`config.mk`:
```
export PLATFORM = sky130hd
export DESIGN_NAME = alu_cmd_sequencer_flat
export DESIGN_NICKNAME = d
export VERILOG_FILES = /design/src/rtl/alu_cmd_sequencer_if.sv /design/src/rtl/alu_cmd_sequencer.sv /design/src/flat_wrapper.sv
export SDC_FILE = /design/constraint.sdc
export NUM_CORES = 1
export LEC_CHECK = 0
export ABC_AREA = 0
export ABC_CLOCK_PERIOD_IN_PS = 2400
export CORE_ASPECT_RATIO = 2
export CORE_MARGIN = 2
export CORE_UTILIZATION = 48
export DETAILED_ROUTE_END_ITERATION = 7
export PLACE_DENSITY_LB_ADDON = 0.25
export SETUP_SLACK_MARGIN = 0.02
export SLEW_MARGIN = 20
export SYNTH_ARGS = -nofsm -noshare
export SYNTH_HDL_FRONTEND = slang
export SYNTH_SLANG_ARGS = --single-unit
```
`constraint.sdc`:
```
create_clock -name clk -period 2.4 [get_ports clk]
set_input_delay 0.72 -clock clk [delete_from_list [all_inputs] [get_ports clk]]
set_output_delay 0.72 -clock clk [all_outputs]
set_load 0.02 [all_outputs]
```
`src/rtl/alu_cmd_sequencer_if.sv`:
```
// Command, ALU-drive and response signals of the ALU command sequencer.
// The design takes the slave modport; a producer/consumer/ALU takes the master modport.
interface alu_cmd_sequencer_if #(
    parameter int DEPTH = 4,
    parameter int CNT_W = 8
);
    localparam int FIFO_CNT_W = $clog2(DEPTH) + 1;

    logic                  cmd_valid;
    logic                  cmd_ready;
    logic [3:0]            cmd_a;
    logic [3:0]            cmd_b;
    logic [2:0]            cmd_op;
    logic [3:0]            alu_a;
    logic [3:0]            alu_b;
    logic [2:0]            alu_opcode;
    logic                  alu_en;
    logic [4:0]            alu_result;
    logic                  rsp_valid;
    logic                  rsp_ready;
    logic [4:0]            rsp_result;
    logic [2:0]            rsp_op;
    logic [FIFO_CNT_W-1:0] fifo_count;
    logic [CNT_W-1:0]      rsp_count;

    modport slave (
        input  cmd_valid, cmd_a, cmd_b, cmd_op, alu_result, rsp_ready,
        output cmd_ready, alu_a, alu_b, alu_opcode, alu_en,
               rsp_valid, rsp_result, rsp_op, fifo_count, rsp_count
    );

    modport master (
        output cmd_valid, cmd_a, cmd_b, cmd_op, alu_result, rsp_ready,
        input  cmd_ready, alu_a, alu_b, alu_opcode, alu_en,
               rsp_valid, rsp_result, rsp_op, fifo_count, rsp_count
    );
endinterface

```
`src/rtl/alu_cmd_sequencer.sv`:
```
// Buffers ALU commands in a FIFO, issues each with a one-cycle enable pulse and
// holds the captured 5-bit result on a valid/ready response port.
module alu_cmd_sequencer #(
    parameter int DEPTH = 4,
    parameter int CNT_W = 8
) (
    input  logic              clk,
    input  logic              rst_n,
    alu_cmd_sequencer_if.slave bus
);
    localparam int              PTR_W      = $clog2(DEPTH);
    localparam logic [PTR_W:0]  FULL_COUNT = (PTR_W + 1)'(DEPTH);
    localparam logic [PTR_W:0]  ONE_COUNT  = (PTR_W + 1)'(1);

    typedef struct packed {
        logic [3:0] a;
        logic [3:0] b;
        logic [2:0] op;
    } cmd_t;

    typedef enum logic [1:0] {IDLE, ISSUE, HOLD} state_t;

    cmd_t             r_mem [DEPTH];
    logic [PTR_W-1:0] r_wr_ptr;
    logic [PTR_W-1:0] r_rd_ptr;
    logic [PTR_W:0]   r_count;
    state_t           r_state;
    logic [3:0]       r_alu_a;
    logic [3:0]       r_alu_b;
    logic [2:0]       r_alu_op;
    logic             r_alu_en;
    logic             r_rsp_valid;
    logic [4:0]       r_rsp_result;
    logic [2:0]       r_rsp_op;
    logic [CNT_W-1:0] r_rsp_count;

    state_t w_next_state;
    logic   w_push;
    logic   w_pop;
    logic   w_empty;
    logic   w_capture;
    logic   w_rsp_done;
    logic   w_alu_en_next;
    logic   w_rsp_valid_next;
    cmd_t   w_head;

    // Ready comes from the registered count only, so a full FIFO never accepts
    // a push even when the FSM pops on the same edge.
    assign w_push  = bus.cmd_valid && (r_count != FULL_COUNT);
    assign w_empty = (r_count == '0);
    assign w_head  = r_mem[r_rd_ptr];

    // NOTE: combinational block uses blocking '=' and assigns every output a
    // default first, so no path leaves a signal unassigned and no latch appears.
    always_comb begin
        w_next_state     = r_state;
        w_pop            = 1'b0;
        w_capture        = 1'b0;
        w_rsp_done       = 1'b0;
        w_alu_en_next    = 1'b0;
        w_rsp_valid_next = r_rsp_valid;
        case (r_state)
            IDLE: begin
                if (!w_empty) begin
                    w_pop         = 1'b1;
                    w_alu_en_next = 1'b1;
                    w_next_state  = ISSUE;
                end
            end
            ISSUE: begin
                w_capture        = 1'b1;
                w_rsp_valid_next = 1'b1;
                w_next_state     = HOLD;
            end
            HOLD: begin
                w_rsp_valid_next = 1'b1;
                if (bus.rsp_ready) begin
                    w_rsp_done       = 1'b1;
                    w_rsp_valid_next = 1'b0;
                    if (!w_empty) begin
                        w_pop         = 1'b1;
                        w_alu_en_next = 1'b1;
                        w_next_state  = ISSUE;
                    end else begin
                        w_next_state  = IDLE;
                    end
                end
            end
            default: w_next_state = IDLE;
        endcase
    end

    // NOTE: the storage array has no reset; entries are only read after a push
    // has written them, and the reset pointers/count already make it empty.
    always_ff @(posedge clk) begin
        if (w_push) begin
            r_mem[r_wr_ptr] <= '{a: bus.cmd_a, b: bus.cmd_b, op: bus.cmd_op};
        end
    end

    // NOTE: all sequential state uses non-blocking '<=' so every register
    // samples the pre-edge values regardless of statement order.
    always_ff @(posedge clk or negedge rst_n) begin
        if (!rst_n) begin
            r_wr_ptr <= '0;
            r_rd_ptr <= '0;
            r_count  <= '0;
        end else begin
            if (w_push) r_wr_ptr <= r_wr_ptr + PTR_W'(1);
            if (w_pop)  r_rd_ptr <= r_rd_ptr + PTR_W'(1);
            case ({w_push, w_pop})
                2'b10:   r_count <= r_count + ONE_COUNT;
                2'b01:   r_count <= r_count - ONE_COUNT;
                default: r_count <= r_count;
            endcase
        end
    end

    always_ff @(posedge clk or negedge rst_n) begin
        if (!rst_n) begin
            r_state <= IDLE;
        end else begin
            r_state <= w_next_state;
        end
    end

    always_ff @(posedge clk or negedge rst_n) begin
        if (!rst_n) begin
            r_alu_a      <= '0;
            r_alu_b      <= '0;
            r_alu_op     <= '0;
            r_alu_en     <= 1'b0;
            r_rsp_valid  <= 1'b0;
            r_rsp_result <= '0;
            r_rsp_op     <= '0;
            r_rsp_count  <= '0;
        end else begin
            r_alu_en    <= w_alu_en_next;
            r_rsp_valid <= w_rsp_valid_next;
            // Operands stay at their last issued value; only alu_en marks an issue.
            if (w_pop) begin
                r_alu_a  <= w_head.a;
                r_alu_b  <= w_head.b;
                r_alu_op <= w_head.op;
            end
            if (w_capture) begin
                r_rsp_result <= bus.alu_result;
                r_rsp_op     <= r_alu_op;
            end
            if (w_rsp_done) r_rsp_count <= r_rsp_count + CNT_W'(1);
        end
    end

    assign bus.cmd_ready  = (r_count != FULL_COUNT);
    assign bus.alu_a      = r_alu_a;
    assign bus.alu_b      = r_alu_b;
    assign bus.alu_opcode = r_alu_op;
    assign bus.alu_en     = r_alu_en;
    assign bus.rsp_valid  = r_rsp_valid;
    assign bus.rsp_result = r_rsp_result;
    assign bus.rsp_op     = r_rsp_op;
    assign bus.fifo_count = r_count;
    assign bus.rsp_count  = r_rsp_count;
endmodule

```
`src/flat_wrapper.sv`:
```
// flat-port wrapper written by rule: the top's interface ports become plain ports
module alu_cmd_sequencer_flat 
#(
    parameter int DEPTH = 4,
    parameter int CNT_W = 8
)
  (clk, rst_n, bus_cmd_valid, bus_cmd_a, bus_cmd_b, bus_cmd_op, bus_alu_result, bus_rsp_ready, bus_cmd_ready, bus_alu_a, bus_alu_b, bus_alu_opcode, bus_alu_en, bus_rsp_valid, bus_rsp_result, bus_rsp_op, bus_fifo_count, bus_rsp_count);
  alu_cmd_sequencer_if #(.DEPTH(DEPTH), .CNT_W(CNT_W)) bus_i ();
  input  logic clk;
  input  logic rst_n;
  input wire logic [$bits(bus_i.cmd_valid)-1:0] bus_cmd_valid;
  input wire logic [$bits(bus_i.cmd_a)-1:0] bus_cmd_a;
  input wire logic [$bits(bus_i.cmd_b)-1:0] bus_cmd_b;
  input wire logic [$bits(bus_i.cmd_op)-1:0] bus_cmd_op;
  input wire logic [$bits(bus_i.alu_result)-1:0] bus_alu_result;
  input wire logic [$bits(bus_i.rsp_ready)-1:0] bus_rsp_ready;
  output wire logic [$bits(bus_i.cmd_ready)-1:0] bus_cmd_ready;
  output wire logic [$bits(bus_i.alu_a)-1:0] bus_alu_a;
  output wire logic [$bits(bus_i.alu_b)-1:0] bus_alu_b;
  output wire logic [$bits(bus_i.alu_opcode)-1:0] bus_alu_opcode;
  output wire logic [$bits(bus_i.alu_en)-1:0] bus_alu_en;
  output wire logic [$bits(bus_i.rsp_valid)-1:0] bus_rsp_valid;
  output wire logic [$bits(bus_i.rsp_result)-1:0] bus_rsp_result;
  output wire logic [$bits(bus_i.rsp_op)-1:0] bus_rsp_op;
  output wire logic [$bits(bus_i.fifo_count)-1:0] bus_fifo_count;
  output wire logic [$bits(bus_i.rsp_count)-1:0] bus_rsp_count;
  assign bus_i.cmd_valid = bus_cmd_valid;
  assign bus_i.cmd_a = bus_cmd_a;
  assign bus_i.cmd_b = bus_cmd_b;
  assign bus_i.cmd_op = bus_cmd_op;
  assign bus_i.alu_result = bus_alu_result;
  assign bus_i.rsp_ready = bus_rsp_ready;
  assign bus_cmd_ready = bus_i.cmd_ready;
  assign bus_alu_a = bus_i.alu_a;
  assign bus_alu_b = bus_i.alu_b;
  assign bus_alu_opcode = bus_i.alu_opcode;
  assign bus_alu_en = bus_i.alu_en;
  assign bus_rsp_valid = bus_i.rsp_valid;
  assign bus_rsp_result = bus_i.rsp_result;
  assign bus_rsp_op = bus_i.rsp_op;
  assign bus_fifo_count = bus_i.fifo_count;
  assign bus_rsp_count = bus_i.rsp_count;
  alu_cmd_sequencer #(.DEPTH(DEPTH), .CNT_W(CNT_W)) u_core (.clk(clk), .rst_n(rst_n), .bus(bus_i));
endmodule
```
# Yosys cells after proc, flatten, opt, wreduce, memory -nomap -nowiden
# Memory sizes are Yosys's and may differ from the RTL's. A register that Yosys moved wholly into a read port is not among the register bits.
# Cells that the tools add are included.
[word_totals]
reg_bits = 27
ramBits = 44
in_bits = 20
output_inout_bits = 33
word_cells = 44
n_memories = 1
[mem_list]
columns = ["name", "words", "word_bits", "rd", "rd_ports_with_merged_regs", "wr", "line_no", "rtl"]
rows = [
  ["u_core.r_mem", 4, 11, 1, 1, 1, "alu_cmd_sequencer.sv:23", "cmd_t r_mem [DEPTH];"],
]
[classes]
n_addsub = 5
n_eq_ne = 7
muxes = 15
reduce_logical = 7
[ops]
columns = ["operator", "n"]
rows = [
  ["two-way mux 1 bit", 9],
  ["adder 8 x 1 -> 8 bit (second input constant)", 1],
  ["case mux 2 bit (3 select lines)", 1],
  ["case mux 3 bit (2 select lines)", 1],
  ["adder 2 x 1 -> 2 bit (second input constant)", 2],
  ["equality test 2 x 1 -> 1 bit (second input constant)", 2],
  ["equality test 2 bit (second input constant)", 2],
  ["two-way mux 2 bit", 2],
  ["!= test 2 bit (second input constant)", 2],
  ["case mux 1 bit (2 select lines)", 2],
  ["nonzero test 2 bit", 2],
  ["adder 3 x 1 -> 3 bit (second input constant)", 1],
  ["zero test 3 bit", 1],
  ["!= test 3 bit (second input constant)", 1],
  ["subtractor 3 x 1 -> 3 bit (second input constant)", 1],
  ["zero test 2 bit", 1],
  ["AND reduction 2 bit", 1],
  ["logical AND 1 bit", 1],
  ["zero test 1 bit", 1],
]

# Logic depth before layout (Yosys ltp)
# Gate-level depths: netlist of the first run.
[depth]
word_depth = 6
mapped_depth = 10
depth_no_buf = 9

# Worst setup path before layout of the first run
# OpenSTA, ideal clock, no wires.
[synth_timing]
kind = "input to register"
start = "input bus_rsp_ready"
end = "register u_core.r_count[2], in the netlist u_core.bus.fifo_count[2]"
setup_time_ns = 0.133
arrival_ns = 2.109
required_time_ns = 2.267
slack_ns = 0.158
stages = 8
path_buffers = 1
path_cell_list = "a21oi_1 nor2_1 buf_4 ha_1 fa_1 xnor2_1 nor2_1 xor2_1"
[synth_via]
elab_chain_cells = 4
elab_cells_between_ends = 6
classes_between = "2 x eq/ne; 3 x mux; 1 x reduce/logical"
[synth_rtl]
columns = ["element", "line_no", "rtl"]
rows = [
  ["from (decl)", "flat_wrapper.sv:16", "input wire logic [$bits(bus_i.rsp_ready)-1:0] bus_rsp_ready;"],
  ["two-way mux 1 bit (*)", "n/a", ""],
  ["case mux 1 bit (2 select lines) (*)", "n/a", ""],
  ["net u_core.w_alu_en_next", "alu_cmd_sequencer.sv:43", "logic w_alu_en_next;"],
  ["equality test 2 x 1 -> 1 bit or equality test 2 bit (tied branches)", "alu_cmd_sequencer.sv:111", "case ({w_push, w_pop})"],
  ["case mux 3 bit (2 select lines) or nonzero test 2 bit (tied branches)", "n/a", ""],
  ["to (signal assigned)", "alu_cmd_sequencer.sv:112", "2'b10: r_count <= r_count + ONE_COUNT;"],
  ["to (signal assigned)", "alu_cmd_sequencer.sv:113", "2'b01: r_count <= r_count - ONE_COUNT;"],
  ["to (signal assigned)", "alu_cmd_sequencer.sv:114", "default: r_count <= r_count;"],
  ["to (decl)", "alu_cmd_sequencer.sv:26", "logic [PTR_W:0] r_count;"],
]
# Mark *: on every way through the listed nets, which the timed path passes. The rest lies on a longest branch.
# A chain may end at the register's enable or synchronous reset.

# Final worst setup path of the first run
[layout_timing]
start = "register u_core.r_count[1], in the netlist u_core.bus.fifo_count[1]"
end = "output bus_cmd_ready"
[layout_via]
elab_chain_cells = 1
[layout_rtl]
columns = ["element", "line_no", "rtl"]
rows = [
  ["!= test 3 bit", "alu_cmd_sequencer.sv:154", "assign bus.cmd_ready = (r_count != FULL_COUNT);"],
  ["to (decl)", "flat_wrapper.sv:17", "output wire logic [$bits(bus_i.cmd_ready)-1:0] bus_cmd_ready;"],
]
# Every way passes these cells.

==> results of run 1 <==
## synth_stat cells (all sizes together), types with 2 or more instances
cell | number | area [sq um]
a21oi | 3 | 15.0
and2 | 2 | 15.0
and3 | 5 | 31.3
buf | 3 | 23.8
clkbuf | 2 | 7.51
dfrtp | 38 | 951
edfxtp | 44 | 1320
ha | 11 | 138
inv | 6 | 22.5
mux2 | 23 | 293
mux4 | 11 | 259
nand2 | 3 | 11.3
nand4 | 3 | 18.8
nor2 | 3 | 11.3
nor3 | 3 | 20.0
xnor2 | 7 | 61.3
xor2 | 6 | 52.6
## what timing repair did
item | CTS | global route
endpoints found under the setup margin | 1 | 1
endpoints found under the hold margin | 0 | 0
resized for setup | 1 | 1
## worst max-delay path by stage
stage	start	end	slack (ps)	cells past startpoint
after floorplan	bus_rsp_ready	u_core.bus.fifo_count[2]	160	8
after CTS	bus_rsp_ready	u_core.bus.fifo_count[2]	150	8
after detailed placement	bus_rsp_ready	u_core.bus.fifo_count[2]	-200	8
after global routing	bus_rsp_ready	u_core.bus.fifo_count[2]	70	8
final	u_core.bus.fifo_count[1]	bus_cmd_ready	200	2
after global placement	bus_rsp_ready	u_core.bus.fifo_count[2]	-190	8
## logic make-up after synthesis
family / share of synthesized area [%]
flops: 68.5
mux: 16.6
simple gates: 4.15
xor+xnor: 3.43
fa+ha+maj: 4.75
buf+inv: 1.62
compound gates: 0.980
## report_power, final
group	switching (mW)	leakage, nW	total (mW)	internal [mW]
clock network	0.509	0.174	1.62	1.12
logic	1.08	0.712	2.42	1.34
registers	0.269	0.859	2.24	1.97
total	1.86	1.75	6.28	4.42
## through the flow
stage | setup slack (ps) | hold slack (ps)
3_3_place_gp | -186 | 457
4_1_cts | 153 | 448
3_5_place_dp | -198 | 461
5_1_grt | 71.4 | 475
2_1_floorplan | 158 | 424
6_report | 200 | 432
## critical path, cell delays in order (launching register included)
cell and delay (ps):
dfrtp_1 380, or3b_4 430, dlygate4sd2_1 340
## area by class of cell
cell class / count / share of cell area, %
repair buffers: 66 / 14.1
inverters: 6 / 0.514
flip-flops and latches: 82 / 51.9
clock inverters: 6 / 2.94
well taps: 88 / 2.51
multi-input cells: 87 / 22.8
clock buffers: 10 / 5.23
## metal layers
metal / track usage (%) / vias to the layer above / wire length [um] / part of all wire (%)
met4: 7.92 / 0 / 102 / 1.8
li1: - / 820 / - / -
met5: 0 / - / 0 / 0
met3: 5.36 / 8 / 195 / 3.5
met1: 17.3 / 903 / 2070 / 37
met2: 30.2 / 42 / 3270 / 58
## sequential cells by signal, summed over array words and instances (netlist names)
name                   count
u_core.bus.alu_a           4
u_core.bus.rsp_result      5
u_core.r_rd_ptr            2
u_core.bus.rsp_op          3
u_core.r_mem              44
u_core.bus.fifo_count      3
u_core.r_state             2
u_core.bus.alu_en          1
u_core.bus.rsp_count       8
u_core.bus.alu_b           4
u_core.bus.rsp_valid       1
u_core.bus.alu_opcode      3
u_core.r_wr_ptr            2
==> metrics.yaml, run 1 <==
critical_path:
  start_kind: "flop"
  cp.arrival_ps: 1480
  crit_path_end_kind: "output port"
  critPathKind: "flop to output port"
  worstPathMaxFanout: 6
  r2r-start: "u_core.r_state[0]"
  reg2regPathDepth: 9
  rrSetupSlack_ps: 260
  required_ps: 1680
  r2r-end: "u_core.bus.fifo_count[2]"
placed_design:
  place_congestion: 0.763
  post_dp_cell_area_sq_um: 4020
  io_buffers: 52
  hpwl_mm: 3.81
  dpl.cell_count: 329
route:
  drt_iter0_drc: 79
  route.final.wire_length_mm: 5.64
  ant_nets: 0
  dr.pass1.iters: 4
  drc: 0
  wl_per_cell_um: 16.3
  vias: 1773
  viasPerCell: 5.14
floorplanning:
  core_sq_um: 6670
  ios: 53
  num_rows: 42
  die-area_sq_um: 7640
  die_h_um: 122
  die_w_um: 62.8
  start_util_pct: 49.7
synthesis:
  syn_inst: 180
  yosys_warnings: 0
  synthArstFlopShare_pct: 46.3
  synth_flop_cell: "edfxtp_1"
  synth.avg_cell_area_sq_um: 18.4
  yosysSeqAreaShare_pct: 68.5
  synth_fp_nets: 212
  synth_cell_types: 30
  ys_seq_elements: 82
  synth_edf_count: 44
  syn_area_sq_um: 3320
layout:
  utilization_pct: 65.6
  fin_area_sq_um: 4380
  seq_area_sq_um: 2270
  antenna_cells: 0
  layout_common_cells: "clkdlybuf4s50_1, edfxtp_1, dfrtp_1, mux2_2, buf_4"
  area_growth_pct: 31.9
  multiInputGateArea_sq_um: 997
  layout-drive-gt1-share_pct: 25.3
  nNetsFinal: 284
  mostFrequentLayoutCell: "clkdlybuf4s50_1"
  fill_cells: 486
  finalNonFillerCells: 345
sta:
  rsz0062_at_grt: "false"
  min_period_ps: 2200
  timing.fmax_mhz: 455
  slew_headroom_pct: 60.9
  hold_viol: 0
  tightest_slew_ps: 587
  finalSetupViolCount: 0
  finalSetupTns_ps: 0
  min_period_over_period_pct: 91.7
  fin_skew_ps: 6.00
  slew_viol_final: 0
global_routing:
  grt_pass1_vias: 1901
  grt_pass1_wl_mm: 9.21
  antenna_found_initial: 0
  track_usage_pct: 16.7
  grt-ovfl-total: 0
  grt_max_degree: 39
clock_tree:
  htree_levels: 3
  cts_root_buf: "clkbuf_16"
  holdBufCountCts: 0
  post-cts-setup-buffers: 0
  clkSlewWorstSetupHoldPaths_ps: 60
  cts-buffers-inserted: 9
  cts.sinks: 82
  cts_tree: "done"
  clkLatencyLatePin_ps: 330
  cts_buffer_depth: 2
power_and_ir_drop:
  ir_worst_vdd_mv: 0.871
  total_power_mw: 6.28
  power.leakage_nw: 1.75
  p_per_area_nw_per_um2: 1430
min_path:
  worstHoldPathType: "primary input to async pin"
run:
  drv_cap: 0
status:
  status: "finished, final reports clean"
Power figures use the tool's default switching activity.
==> run 2: changes to the inputs <==
- ABC_CLOCK_PERIOD_IN_PS: 2400 -> 1800
- clock period: 2.4 -> 1.8 ns (I/O delays scaled with it)
==> metrics.yaml, run 2 (synthesized netlist as in run 1, its figures left out) <==
layout:
  nNetsFinal: 300  # +5.6%
  antenna_cells: 0  # unchanged
  regMostFlops: "u_core.r_mem"
  largest_reg_flops: 44  # unchanged
  area_growth_pct: 36.9
  mostFrequentLayoutCell: "edfxtp_1"
  utilization_pct: 68.1  # +2.5 points
  fill_cells: 493  # +1.4%
  layout-drive-gt1-share_pct: 34.8  # +9.5 points
  layout_common_cells: "edfxtp_1, dfrtp_1, dlygate4sd2_1, buf_4, clkdlybuf4s50_1"
power_and_ir_drop:
  p_per_area_nw_per_um2: 1840  # +28%
  ir_worst_vdd_mv: 0.915  # +5.0%
  p_seq_share_pct: 35.8  # +0.2 points
  power.switching_mw: 2.67  # +43%
  p_comb_share_pct: 43.3  # +4.7 points
  intPower_mw: 5.71  # +29%
  power.leakage_nw: 1.89  # +8.1%
  total_power_mw: 8.38  # +33%
  p_sw_share_pct: 31.8  # +2.2 points
  pwr-share-clk_pct: 20.9  # -4.9 points
sta:
  slew_viol_final: 0  # unchanged
  finalSetupTns_ps: -350  # -350 ps
  tightest_slew_ps: 563  # -24.2 ps
  min_period_over_period_pct: 109
  timing.fmax_mhz: 508
  min_period_ps: 1970
  slew_headroom_pct: 62.5  # +1.6 points
  setup_ws_ps: -169  # -369 ps
  hold_viol: 0  # unchanged
  rsz0062_at_grt: "true"
  fin_skew_ps: 5.45  # -0.551 ps
  finalSetupViolCount: 3  # +3
floorplanning:
  core_sq_um: 6670  # unchanged
  ios: 53  # unchanged
  die_h_um: 122  # unchanged
  die_w_um: 62.8  # unchanged
  num_rows: 42  # unchanged
  start_util_pct: 49.7  # unchanged
  die-area_sq_um: 7640  # unchanged
route:
  dr.pass1.iters: 3  # -1
  wl_per_cell_um: 16.9  # +3.3%
  vias: 1822  # +2.8%
  ant_nets: 0  # unchanged
  drt_iter0_drc: 43  # -46%
  drc: 0  # unchanged
  viasPerCell: 5.05  # -1.8%
  route.final.wire_length_mm: 6.10  # +8.1%
clock_tree:
  cts.sinks: 82  # unchanged
  holdBufCountCts: 0  # unchanged
  cts_tree: "done"
  cts_root_buf: "clkbuf_16"
  clkLatencyLatePin_ps: 330  # about the same
  clkSlewWorstSetupHoldPaths_ps: 60  # about the same
  htree_levels: 3  # unchanged
  cts-buffers-inserted: 9  # unchanged
  cts_buffer_depth: 2  # unchanged
global_routing:
  antenna_found_initial: 0  # unchanged
  grt-ovfl-total: 0  # unchanged
  grt_pass1_vias: 2081  # +9.5%
  track_usage_pct: 18.1  # +1.5 points
  grt_max_degree: 21  # -46%
  grt_pass1_wl_mm: 10.0  # +9.1%
run:
  drv_cap: 0  # unchanged
critical_path:
  crit_path_end_kind: "flop"
  cp.arrival_ps: 2180  # +700 ps
  start_kind: "flop"
  worstPathMaxFanout: 4  # -2
  required_ps: 2010  # +330 ps
  critPathKind: "flop to flop"
placed_design:
  io_buffers: 52  # unchanged
  place_congestion: 0.743  # -2.6%
  hpwl_mm: 4.34  # +14%
status:
  status: "complete, but fails checks"
  violations: "negative setup slack"
min_path:
  worstHoldPathType: "primary input to async pin"
run 2: cell types whose count changed in the layout (fill, tap and decap cells not counted), sizes merged, moves of 2 or more:
cell	before	now
clkdlybuf4s50	50	17
dlygate4sd2	1	32
buf	15	32
bufinv	4	1
clkinv	2	4
run 2: final cells by class:
| class | count | area (sq um) | area share [%] |
|---|---|---|---|
| multi-input cells | 87 | 1070 | 23.5 |
| repair buffers | 82 | 771 | 17.0 |
| flip-flops and latches | 82 | 2280 | 50.1 |
| inverters | 6 | 22.5 | 0.496 |
| clock buffers | 10 | 239 | 5.26 |
| well taps | 88 | 110 | 2.42 |
| clock inverters | 6 | 56.3 | 1.24 |
run 2: what timing repair did:
item                                    in CTS  in global routing
endpoints found under the setup margin      35                  4
pin swaps                                    7                  1
buffers inserted                             4                  1
gates resized for setup                     47                  1
run 2: worst paths after layout:
path	start	depth (start not counted)	end	slack, ps
setup / recovery	u_core.bus.fifo_count[0]	6	u_core.bus.fifo_count[1]	-170
hold / removal	rst_n	1	u_core.bus.rsp_result[1]	170
setup reg to reg	u_core.bus.fifo_count[0]	6	u_core.bus.fifo_count[1]	-170
hold reg to reg	u_core.bus.rsp_count[7]	1	u_core.bus.rsp_count[7]	460
max in group asynchronous	rst_n	2	u_core.bus.alu_opcode[0]	1160
min in group clk	u_core.bus.rsp_count[7]	1	u_core.bus.rsp_count[7]	460
run 2: power groups by stage:
stage | logic (mW) | registers (mW) | clock network [mW]
floorplan | 1.80 | 3.36 | 0
global placement | 3.59 | 3.02 | 0
global route | 3.90 | 3.08 | 1.89
finish | 3.63 | 3.00 | 1.75
detailed placement | 3.68 | 3.04 | 0
CTS | 3.65 | 3.01 | 1.81
run 2: per-stage QoR:
step | setup WS (ps) | std cells | hold WS (ps) | cell area (sq um)
after global placement | -528 | 340 | 460 | 4210
after detailed placement | -541 | 340 | 461 | 4210
after floorplan | -289 | 180 | 244 | 3350
after CTS | -171 | 360 | 181 | 4540
after global routing | -219 | 361 | 198 | 4540
final | -169 | 361 | 170 | 4540
run 2: worst max-delay path: stages, from the launching register on:
cell and delay (ps):
dfrtp_2 410, or3b_4 410, and2_4 150, inv_2 50
ha_4 120, fa_2 420, mux2_4 270
run 2: routing by layer:
metal  track usage [%]  vias up  wire (um)
met5                 0        -          0
met4              10.1        0        122
met3              3.97        9        189
met2              34.7       45       3640
met1              17.6      921       2140
li1                  -      847          -
